==> src/rtl/store_unit_pkg.sv <==
// Shared definitions for the store unit: size encodings, the buffered entry
// record and the lane-formatting helpers used at enqueue time.
package store_unit_pkg;

    typedef enum logic [1:0] {
        SZ_BYTE = 2'b00,
        SZ_HALF = 2'b01,
        SZ_WORD = 2'b10,
        SZ_RSVD = 2'b11
    } size_e;

    typedef struct packed {
        logic [29:0] addr;   // word address, i.e. byte address [31:2]
        logic [31:0] data;
        logic [3:0]  be;
    } entry_t;

    localparam int ENTRY_W = $bits(entry_t);

    function automatic logic is_legal(size_e sz, logic [1:0] off);
        logic ok;
        ok = 1'b0;
        case (sz)
            SZ_BYTE: ok = 1'b1;
            SZ_HALF: ok = ~off[0];
            SZ_WORD: ok = (off == 2'b00);
            default: ok = 1'b0;
        endcase
        return ok;
    endfunction

    function automatic entry_t format_store(size_e sz, logic [31:0] addr, logic [31:0] data);
        entry_t e;
        e.addr = addr[31:2];
        e.data = data;
        e.be   = 4'b1111;
        case (sz)
            SZ_BYTE: begin
                e.data = {4{data[7:0]}};
                e.be   = 4'b0001 << addr[1:0];
            end
            SZ_HALF: begin
                e.data = {2{data[15:0]}};
                e.be   = addr[1] ? 4'b1100 : 4'b0011;
            end
            default: ;
        endcase
        return e;
    endfunction

endpackage

==> src/rtl/store_fifo.sv <==
// Circular-buffer FIFO with valid/ready on both sides; no pass-through, so
// a full buffer stays not-ready even when the head is popped this cycle.
module store_fifo #(
    parameter int WIDTH = 8,
    parameter int DEPTH = 2,
    parameter int CNT_W = $clog2(DEPTH) + 1
) (
    input  logic             clk_i,
    input  logic             rst_i,
    input  logic             in_valid_i,
    output logic             in_ready_o,
    input  logic [WIDTH-1:0] in_data_i,
    output logic             out_valid_o,
    input  logic             out_ready_i,
    output logic [WIDTH-1:0] out_data_o,
    output logic [CNT_W-1:0] count_o
);

    localparam int PTR_W = $clog2(DEPTH);

    logic [WIDTH-1:0] mem_q [DEPTH];
    logic [PTR_W-1:0] wr_q, wr_d, rd_q, rd_d;
    logic [CNT_W-1:0] count_q, count_d;
    logic             full, empty, push, pop;

    assign full  = (count_q == CNT_W'(DEPTH));
    assign empty = (count_q == '0);
    assign push  = in_valid_i & ~full;
    assign pop   = ~empty & out_ready_i;

    always_comb begin
        // NOTE: every always_comb output gets a default first so no latch is inferred.
        wr_d    = wr_q;
        rd_d    = rd_q;
        count_d = count_q + CNT_W'(push) - CNT_W'(pop);
        if (push) wr_d = wr_q + 1'b1;
        if (pop)  rd_d = rd_q + 1'b1;
    end

    always_ff @(posedge clk_i or negedge rst_i) begin
        // NOTE: sequential state uses non-blocking assignments only.
        if (!rst_i) begin
            wr_q    <= '0;
            rd_q    <= '0;
            count_q <= '0;
        end else begin
            wr_q    <= wr_d;
            rd_q    <= rd_d;
            count_q <= count_d;
        end
    end

    // NOTE: storage is not reset; out_data_o is gated by empty, so stale words never escape.
    always_ff @(posedge clk_i) begin
        if (push) mem_q[wr_q] <= in_data_i;
    end

    assign in_ready_o  = ~full;
    assign out_valid_o = ~empty;
    assign out_data_o  = empty ? '0 : mem_q[rd_q];
    assign count_o     = count_q;

endmodule

==> src/rtl/store_unit.sv <==
// Store unit: formats SB/SH/SW requests into aligned, lane-replicated memory
// writes, rejects misaligned or reserved sizes, and buffers writes in a FIFO.
module store_unit
    import store_unit_pkg::*;
#(
    parameter int DEPTH = 2
) (
    input  logic        clk_i,
    input  logic        rst_i,
    input  logic        req_valid_i,
    output logic        req_ready_o,
    input  logic [31:0] req_addr_i,
    input  logic [31:0] req_data_i,
    input  logic [1:0]  req_size_i,
    output logic        mem_valid_o,
    input  logic        mem_ready_i,
    output logic [31:0] mem_addr_o,
    output logic [31:0] mem_data_o,
    output logic [3:0]  mem_be_o,
    output logic        misalign_o,
    output logic        busy_o
);

    localparam int CNT_W = $clog2(DEPTH) + 1;

    size_e            sz;
    logic             accept, legal;
    logic             misalign_q, misalign_d;
    entry_t           enq_entry, head;
    logic [CNT_W-1:0] count;

    assign sz        = size_e'(req_size_i);
    assign accept    = req_valid_i & req_ready_o;
    assign legal     = is_legal(sz, req_addr_i[1:0]);
    assign enq_entry = format_store(sz, req_addr_i, req_data_i);

    // Rejected requests still complete the handshake; they only raise misalign.
    assign misalign_d = accept & ~legal;

    always_ff @(posedge clk_i or negedge rst_i) begin
        if (!rst_i) misalign_q <= 1'b0;
        else        misalign_q <= misalign_d;
    end

    store_fifo #(
        .WIDTH (ENTRY_W),
        .DEPTH (DEPTH),
        .CNT_W (CNT_W)
    ) u_fifo (
        .clk_i       (clk_i),
        .rst_i       (rst_i),
        .in_valid_i  (accept & legal),
        .in_ready_o  (req_ready_o),
        .in_data_i   (enq_entry),
        .out_valid_o (mem_valid_o),
        .out_ready_i (mem_ready_i),
        .out_data_o  (head),
        .count_o     (count)
    );

    assign mem_addr_o = {head.addr, 2'b00};
    assign mem_data_o = head.data;
    assign mem_be_o   = head.be;
    assign misalign_o = misalign_q;
    assign busy_o     = |count;

endmodule

==> config.mk <==
export PLATFORM = sky130hd
export DESIGN_NAME = store_unit
export DESIGN_NICKNAME = d
export VERILOG_FILES = /design/src/rtl/store_unit_pkg.sv /design/src/rtl/store_fifo.sv /design/src/rtl/store_unit.sv
export SDC_FILE = /design/constraint.sdc
export NUM_CORES = 1
export LEC_CHECK = 0
export ABC_CLOCK_PERIOD_IN_PS = 4000
export CAP_MARGIN = 20
export CORE_MARGIN = 4
export CORE_UTILIZATION = 35
export CTS_CLUSTER_DIAMETER = 50
export CTS_CLUSTER_SIZE = 10
export DETAILED_ROUTE_END_ITERATION = 12
export PLACE_DENSITY_LB_ADDON = 0.12
export SLEW_MARGIN = 20
export SYNTH_ARGS = -nofsm -noshare
export SYNTH_HDL_FRONTEND = slang
export SYNTH_SLANG_ARGS = --single-unit
==> constraint.sdc <==
create_clock -name clk_i -period 4 [get_ports clk_i]
set_input_delay 0.4 -clock clk_i [delete_from_list [all_inputs] [get_ports clk_i]]
set_output_delay 0.4 -clock clk_i [all_outputs]
set_load 0.05 [all_outputs]
==> impl_results.md, run 1 <==
- Status: completed
- Met2 usage: 23.17%
- # nets final: 580
- Commonest cells in the netlist: 132 x edfxtp_1, 74 x mux2i_1, 69 x nor2_1
- Largest net degree at the start of global routing: 50
- Drt initial violations: 124
- Vias per inst: 4.554
- P_sw: 2.744 mW
- Pleak: 2.901 nW
- Hpwl dp: 8285 um
- Worst Clk Skew: 0.004906 ns
- Grt ovf: 0
- Most Crowded Layer GR: met2
- Core box area: 0.01594 mm^2
- Worst Setup SP: u_fifo.rd_q$_DFFE_PN0P_
- Async S/R FF share, synth: 3.650%
- Global-route wire length before repair: 19830 um
- Vias: 3352
- Setup slack at placement: 1.214 ns
- Worst-Skew Late Latency: 0.41 ns
- CTS tree: done
- Most common cell in the synthesized netlist: edfxtp_1
- Clock root cell: clkbuf_16
- Clk pwr share: 22.5%
- Crit Path Class: reg -> out
- Die area: 0.01840 mm^2
- Routed WL per cell: 17.15 um
- Final count of negative-setup-slack endpoints: 0
- Synth area leaders: edfxtp_1 70%, mux2i_1 13%, nor2_1 4.5%
- EDFF count, synth: 132
- Pint: 3.713 mW
- Met3 Use GR: 5.312%
- H-tree depth: 4
- Setup slack after layout: 0.9207 ns
- Worst-Margin Slew: 0.6177 ns
- GRT Overall Usage: 14.23%
- Worst r2r path cells: 9
- Final Hold Vio Count: 0
- Clock slew at reported path FFs: 0.06 ns
- Pwr/cell area: 824.0 mW/mm^2
- Seq/Total Area, Yosys: 71.70%
- CP Capture Type: output pin
- Area leader, netlist: edfxtp_1
- Combinational power share: 48.0%
- FMAX: 324.8 MHz
- Layout cells sized above 1: 11.15%
- Initial core utilization: 35.77%
- R2r setup slk: 1.77 ns
- FP Rows: 46
- Port buffer count: 139
- Worst setup SP type: flop
- TritonCTS buffer count: 17
- FF+latch count, synth: 137
- Yosys cell types: 25
- N_diodes: 0
- Synth Flop Type: edfxtp_1
- Initial antenna violation count: 1
- Hold Path Class: in -> async
- Layout area overhead: 37.41%
- Crit path time final: 3.079 ns
- CTS Hold Buffers Added: 0
- Critical Path AT: 2.68 ns
- Die height: 135.7 um
- Post-Syn Instances: 361
- Post-CTS setup buffer count: 0
- Max-slew violations: 0
- Post-route ant nets: 0
- Layout filler cell count: 1412
- Vias in the first global route: 3626
- Worst R2R End: u_fifo.count_o[1]$_DFF_PN0_
- Critical Path RT: 3.60 ns
- Warnings, synthesis: 0
- Crit path max fanout: 26
- CTS Buffer Depth: 2
- DRC violations left: 0
- Finished Core Util: 49.15%
- Post-Syn Area per Cell: 15.80 um^2
- MaxCap Viol Count: 0
- GPL Wtd Cong: 0.7268
- Max_slew headroom: 58.69%
- CTS sink cnt: 137
- Met1 Track Usage GR: 17.13%
- # IOs: 142
- RSZ-0062 raised after global routing: no
- Reg2reg start: u_fifo.count_o[1]$_DFF_PN0_
- DIE WIDTH: 135.7 um
- Post-CTS sizing: 0
- Worst VDD drop: 0.0003665 V
- Sw Ratio: 42.50%
- Sequential Power Share: 29.5%
- Crit share post-route: 76.98%
- 1st-pass router iterations: 4
- Total Wirelength: 12630 um
- Post-synthesis cell area: 0.005703 mm^2
- Synth top area share: 69.50%
## power groups by stage
stage	Clock [mW]	Sequential, mW	Combinational [mW]
after CTS	1.49	1.91	3.15
after global placement	0	1.94	3.13
after detailed placement	0	1.94	3.14
after floorplan	0	1.87	2.24
after global routing	1.54	1.93	3.27
final	1.45	1.91	3.10
## per-layer routing
layer / wire (um) / vias up / part of all wire [%]
met2: 6026 / 104 / 48
met5: 13 / - / 0.10
met1: 5547 / 1623 / 44
li1: - / 1609 / -
met3: 886 / 14 / 7.0
met4: 153 / 2 / 1.2
## logic make-up after synthesis
group / after synthesis / synth area share (%)
compound gates: 14 / 1.536
xor+xnor: 4 / 0.6144
fa+ha+maj: 2 / 0.4387
buf+inv: 28 / 3.642
flops: 137 / 71.70
mux: 90 / 16.15
other cells: 1 / 0.06576
simple gates: 85 / 5.858
## state kept, by name (all words and copies together), names as in the netlist
register / cells
u_fifo.mem_q: 132
u_fifo.rd_q: 1
u_fifo.count_o: 2
u_fifo.wr_q: 1
misalign_o: 1
## cell usage in the layout (no fill, tap or decap), types with 3 or more instances in the layout
master           synthesis  routed
buf_4                    9       9
clkbuf_16                0      17
clkdlybuf4s50_1          0     139
clkinv_1                 0       3
clkinv_2                 0       6
dfrtp_1                  5       4
edfxtp_1               132     132
inv_1                    6       6
mux2_2                  16      16
mux2i_1                 74      74
nand2_1                  9       9
nor2_1                  69      67
nor2_4                   0       3
o21ai_0                  8       8
xnor2_1                  3       3
## area by class of cell
type | count | area (um^2) | area share (%)
sequential | 137 | 4093 | 52.23
timing repair buffer | 149 | 1479 | 18.87
multi-input combinational | 197 | 1430 | 18.25
clock buffer | 19 | 432.9 | 5.525
tap | 216 | 270.3 | 3.449
clock inverter | 12 | 108.9 | 1.389
inverter | 6 | 22.52 | 0.2874
## stage by stage
step	setup TNS (ns)	hold WS [ns]	power, mW	cell area, um^2	std cells
after floorplan	-47.44	0.1044	4.113	5707	362
after global placement	0	0.5379	5.064	7295	705
after detailed placement	0	0.5481	5.079	7295	705
after CTS	0	0.2088	6.545	7836	736
after global routing	0	0.2442	6.748	7836	736
final	0	0.2321	6.457	7836	736
## worst max-delay path: stages, from the launching register on
cell and delay, ns:
dfrtp_4 0.73, buf_4 0.42, mux2i_1 0.13, nor2_1 0.14, clkdlybuf4s50_1 0.82
## worst max path at each step
| stage | slack [ns] | cells past startpoint | end |
|---|---|---|---|
| 2_1_floorplan | -0.36 | 3 | u_fifo.mem_q[0][0]$_DFFE_PP_ |
| 3_3_place_gp | 1.24 | 6 | u_fifo.mem_q[0][60]$_DFFE_PP_ |
| 3_5_place_dp | 1.21 | 6 | u_fifo.mem_q[0][61]$_DFFE_PP_ |
| 4_1_cts | 0.86 | 4 | mem_addr_o[31] |
| 5_1_grt | 0.79 | 4 | mem_addr_o[31] |
| 6_report | 0.92 | 4 | mem_addr_o[31] |
Note: power is estimated with default switching activity, not from simulation.
==> inputs of run 2 (changes only) <==
ABC_CLOCK_PERIOD_IN_PS = 2600   (was 4000)
clock period = 2.6 ns   (was 4 ns; I/O delays follow)
==> run 2 against run 1 <==
Net effect:
- sequential power is 53% higher
- sequential cell count stayed put
- critical endpoint is now mem_data_o[0]
- worst hold slack worse by 0.14 ns
- largest power group unchanged
- clock skew is 0.0021 ns higher
- die area stayed put
- worst setup slack worse by 0.80 ns
- first-iteration DRC count is 40% higher
- sequential share of layout area is 0.15 points lower
==> impl_results.md, run 2 (synthesis results as in run 1) <==
- H-tree depth: 4
- Global-route wire length before repair: 19240 um
- Placed cells: 706
- CTS sink cnt: 137
- Area of the multi-input gates: 0.001430 mm^2
- Max_slew headroom: 60.93%
- GRT Overall Usage: 14.21%
- Setup slack at placement: 0.4147 ns
- DRC violations left: 0
- CP Buf/Inv Count: 1
- Crit share post-route: 95.42%
- Setup slack after layout: 0.1190 ns
- Sw Ratio: 42.26%
- R2r setup slk: 0.49 ns
- Worst R2R End: u_fifo.count_o[1]$_DFF_PN0_
- CP Capture Type: output pin
- Worst-Margin Slew: 0.5855 ns
- Vias: 3345
- Worst Clk Skew: 0.006960 ns
- TritonCTS buffer count: 17
- FMAX: 403.1 MHz
- # nets final: 581
- CP delay by family, top: buffers and inverters
- Initial core utilization: 35.77%
- Die area: 0.01840 mm^2
- Clk pwr share: 24.5%
- Post-route ant nets: 0
- CTS Hold Buffers Added: 0
- Die height: 135.7 um
- Core box area: 0.01594 mm^2
- Largest net degree at the start of global routing: 57
- Worst VDD drop: 0.0005233 V
- Sequential Power Share: 29.2%
- Routed WL per cell: 17.00 um
- Crit path time final: 2.481 ns
- Layout cells sized above 1: 20.50%
- Pleak: 3.158 nW
- Largest Register: u_fifo.mem_q
- Max reg flops: 132
- Clock root cell: clkbuf_16
- Most frequent cells in the layout: 132 x edfxtp_1, 79 x clkdlybuf4s50_1, 74 x mux2i_1, 67 x nor2_1, 52 x buf_4
- CP max stage delay: 0.85 ns
- CTS Buffer Depth: 2
- Layout filler cell count: 1399
- Worst r2r path cells: 9
- Seq. cell area: 0.004093 mm^2
- N_diodes: 0
- Grt ovf: 0
- Critical Path RT: 2.34 ns
- Placed instance area: 0.007217 mm^2
- Final instance area: 0.007859 mm^2
- # IOs: 142
- Combinational power share: 46.3%
- Pint: 5.798 mW
- Worst-Skew Late Latency: 0.41 ns
- RSZ-0062 raised after global routing: no
- Clock slew at reported path FFs: 0.05 ns
- Initial antenna violation count: 0
- Hpwl dp: 8281 um
- WP depth: 3
- MaxCap Viol Count: 0
- Critical Path AT: 2.22 ns
- Crit Path Class: reg -> out
- Final count of negative-setup-slack endpoints: 0
- Hold Path Class: in -> async
- Critical path's slowest cell: clkdlybuf4s50_1
- P_sw: 4.243 mW
- FP Rows: 46
- Layout area overhead: 37.80%
- Total Wirelength: 12540 um
- GPL Wtd Cong: 0.7730
- Port buffer count: 139
- Max-slew violations: 0
- Final Hold Vio Count: 0
- Pwr/cell area: 1278 mW/mm^2
- 1st-pass router iterations: 4
- Leading cell type in the layout, fill and taps excluded: edfxtp_1
- Final instance count without filler cells: 738
- Status: completed
- Crit path max fanout: 26
- Drt initial violations: 174
- CTS tree: done
- Worst setup SP type: flop
- DIE WIDTH: 135.7 um
- Reg2reg start: u_fifo.count_o[1]$_DFF_PN0_
- Tot Pwr: 10.04 mW
- Vias in the first global route: 3605
- Crit-path cells: mux2i_1 > nor2_1 > clkdlybuf4s50_1
- Vias per inst: 4.533
## run 2: worst max-delay path by stage
stage / start / endpoint / slack [ns]
after global routing: u_fifo.rd_q$_DFFE_PN0P_ / mem_data_o[25] / 0.007
after floorplan: u_fifo.count_o[0]$_DFF_PN0_ / u_fifo.mem_q[0][0]$_DFFE_PP_ / -0.67
final: u_fifo.rd_q$_DFFE_PN0P_ / mem_data_o[0] / 0.12
after detailed placement: u_fifo.rd_q$_DFFE_PN0P_ / mem_data_o[27] / 0.41
after CTS: u_fifo.rd_q$_DFFE_PN0P_ / mem_data_o[5] / 0.001
after global placement: u_fifo.rd_q$_DFFE_PN0P_ / mem_data_o[27] / 0.44
## run 2: final cells by class
cell class              count  share of cell area (%)
inverters                   6                  0.2866
repair buffers            150                   18.25
flip-flops and latches    137                   52.08
clock buffers              18                   5.461
well taps                 216                   3.439
multi-input cells         197                   18.20
clock inverters            14                   2.293
## run 2: what timing repair did
action                                  in CTS  in global routing
gates cloned                                 0                  0
endpoints found under the setup margin       2                 14
endpoints found under the hold margin        0                  0
setup buffers                                0                  0
pin swaps                                    0                  0
resized for setup                            2                 14
## run 2: per-layer routing
layer	GRT usage, %	part of all wire, %	up-vias
li1	-	-	1613
met1	17.79	44	1597
met2	22.07	46	116
met3	5.126	7.1	19
met4	6.607	2.4	0
met5	0	0	-
## run 2: through the flow
stage                     hold slack [ns]  setup TNS (ns)  utilization [%]
after CTS                         0.08250               0            49.07
after detailed placement           0.5255               0            45.27
after floorplan                  -0.03559          -88.60                -
after global routing              0.09690               0            49.29
after global placement             0.5161               0            45.27
final                             0.09613               0            49.29
## run 2: power groups by stage
stage / registers [mW] / clock network [mW] / logic (mW)
after floorplan: 2.87 / 0 / 3.45
after global placement: 2.97 / 0 / 4.74
after detailed placement: 2.98 / 0 / 4.75
after CTS: 2.94 / 2.52 / 4.75
after global routing: 2.96 / 2.62 / 4.92
final: 2.93 / 2.46 / 4.65
## run 2: worst reg2reg max path: stages, from the launching register on
cell and delay [ns]:
dfrtp_1 0.43, nor2_4 0.29, buf_12 0.22, inv_1 0.08
and2_1 0.19, ha_1 0.27, inv_1 0.04, ha_1 0.20
xnor2_1 0.17, xnor2_1 0.14
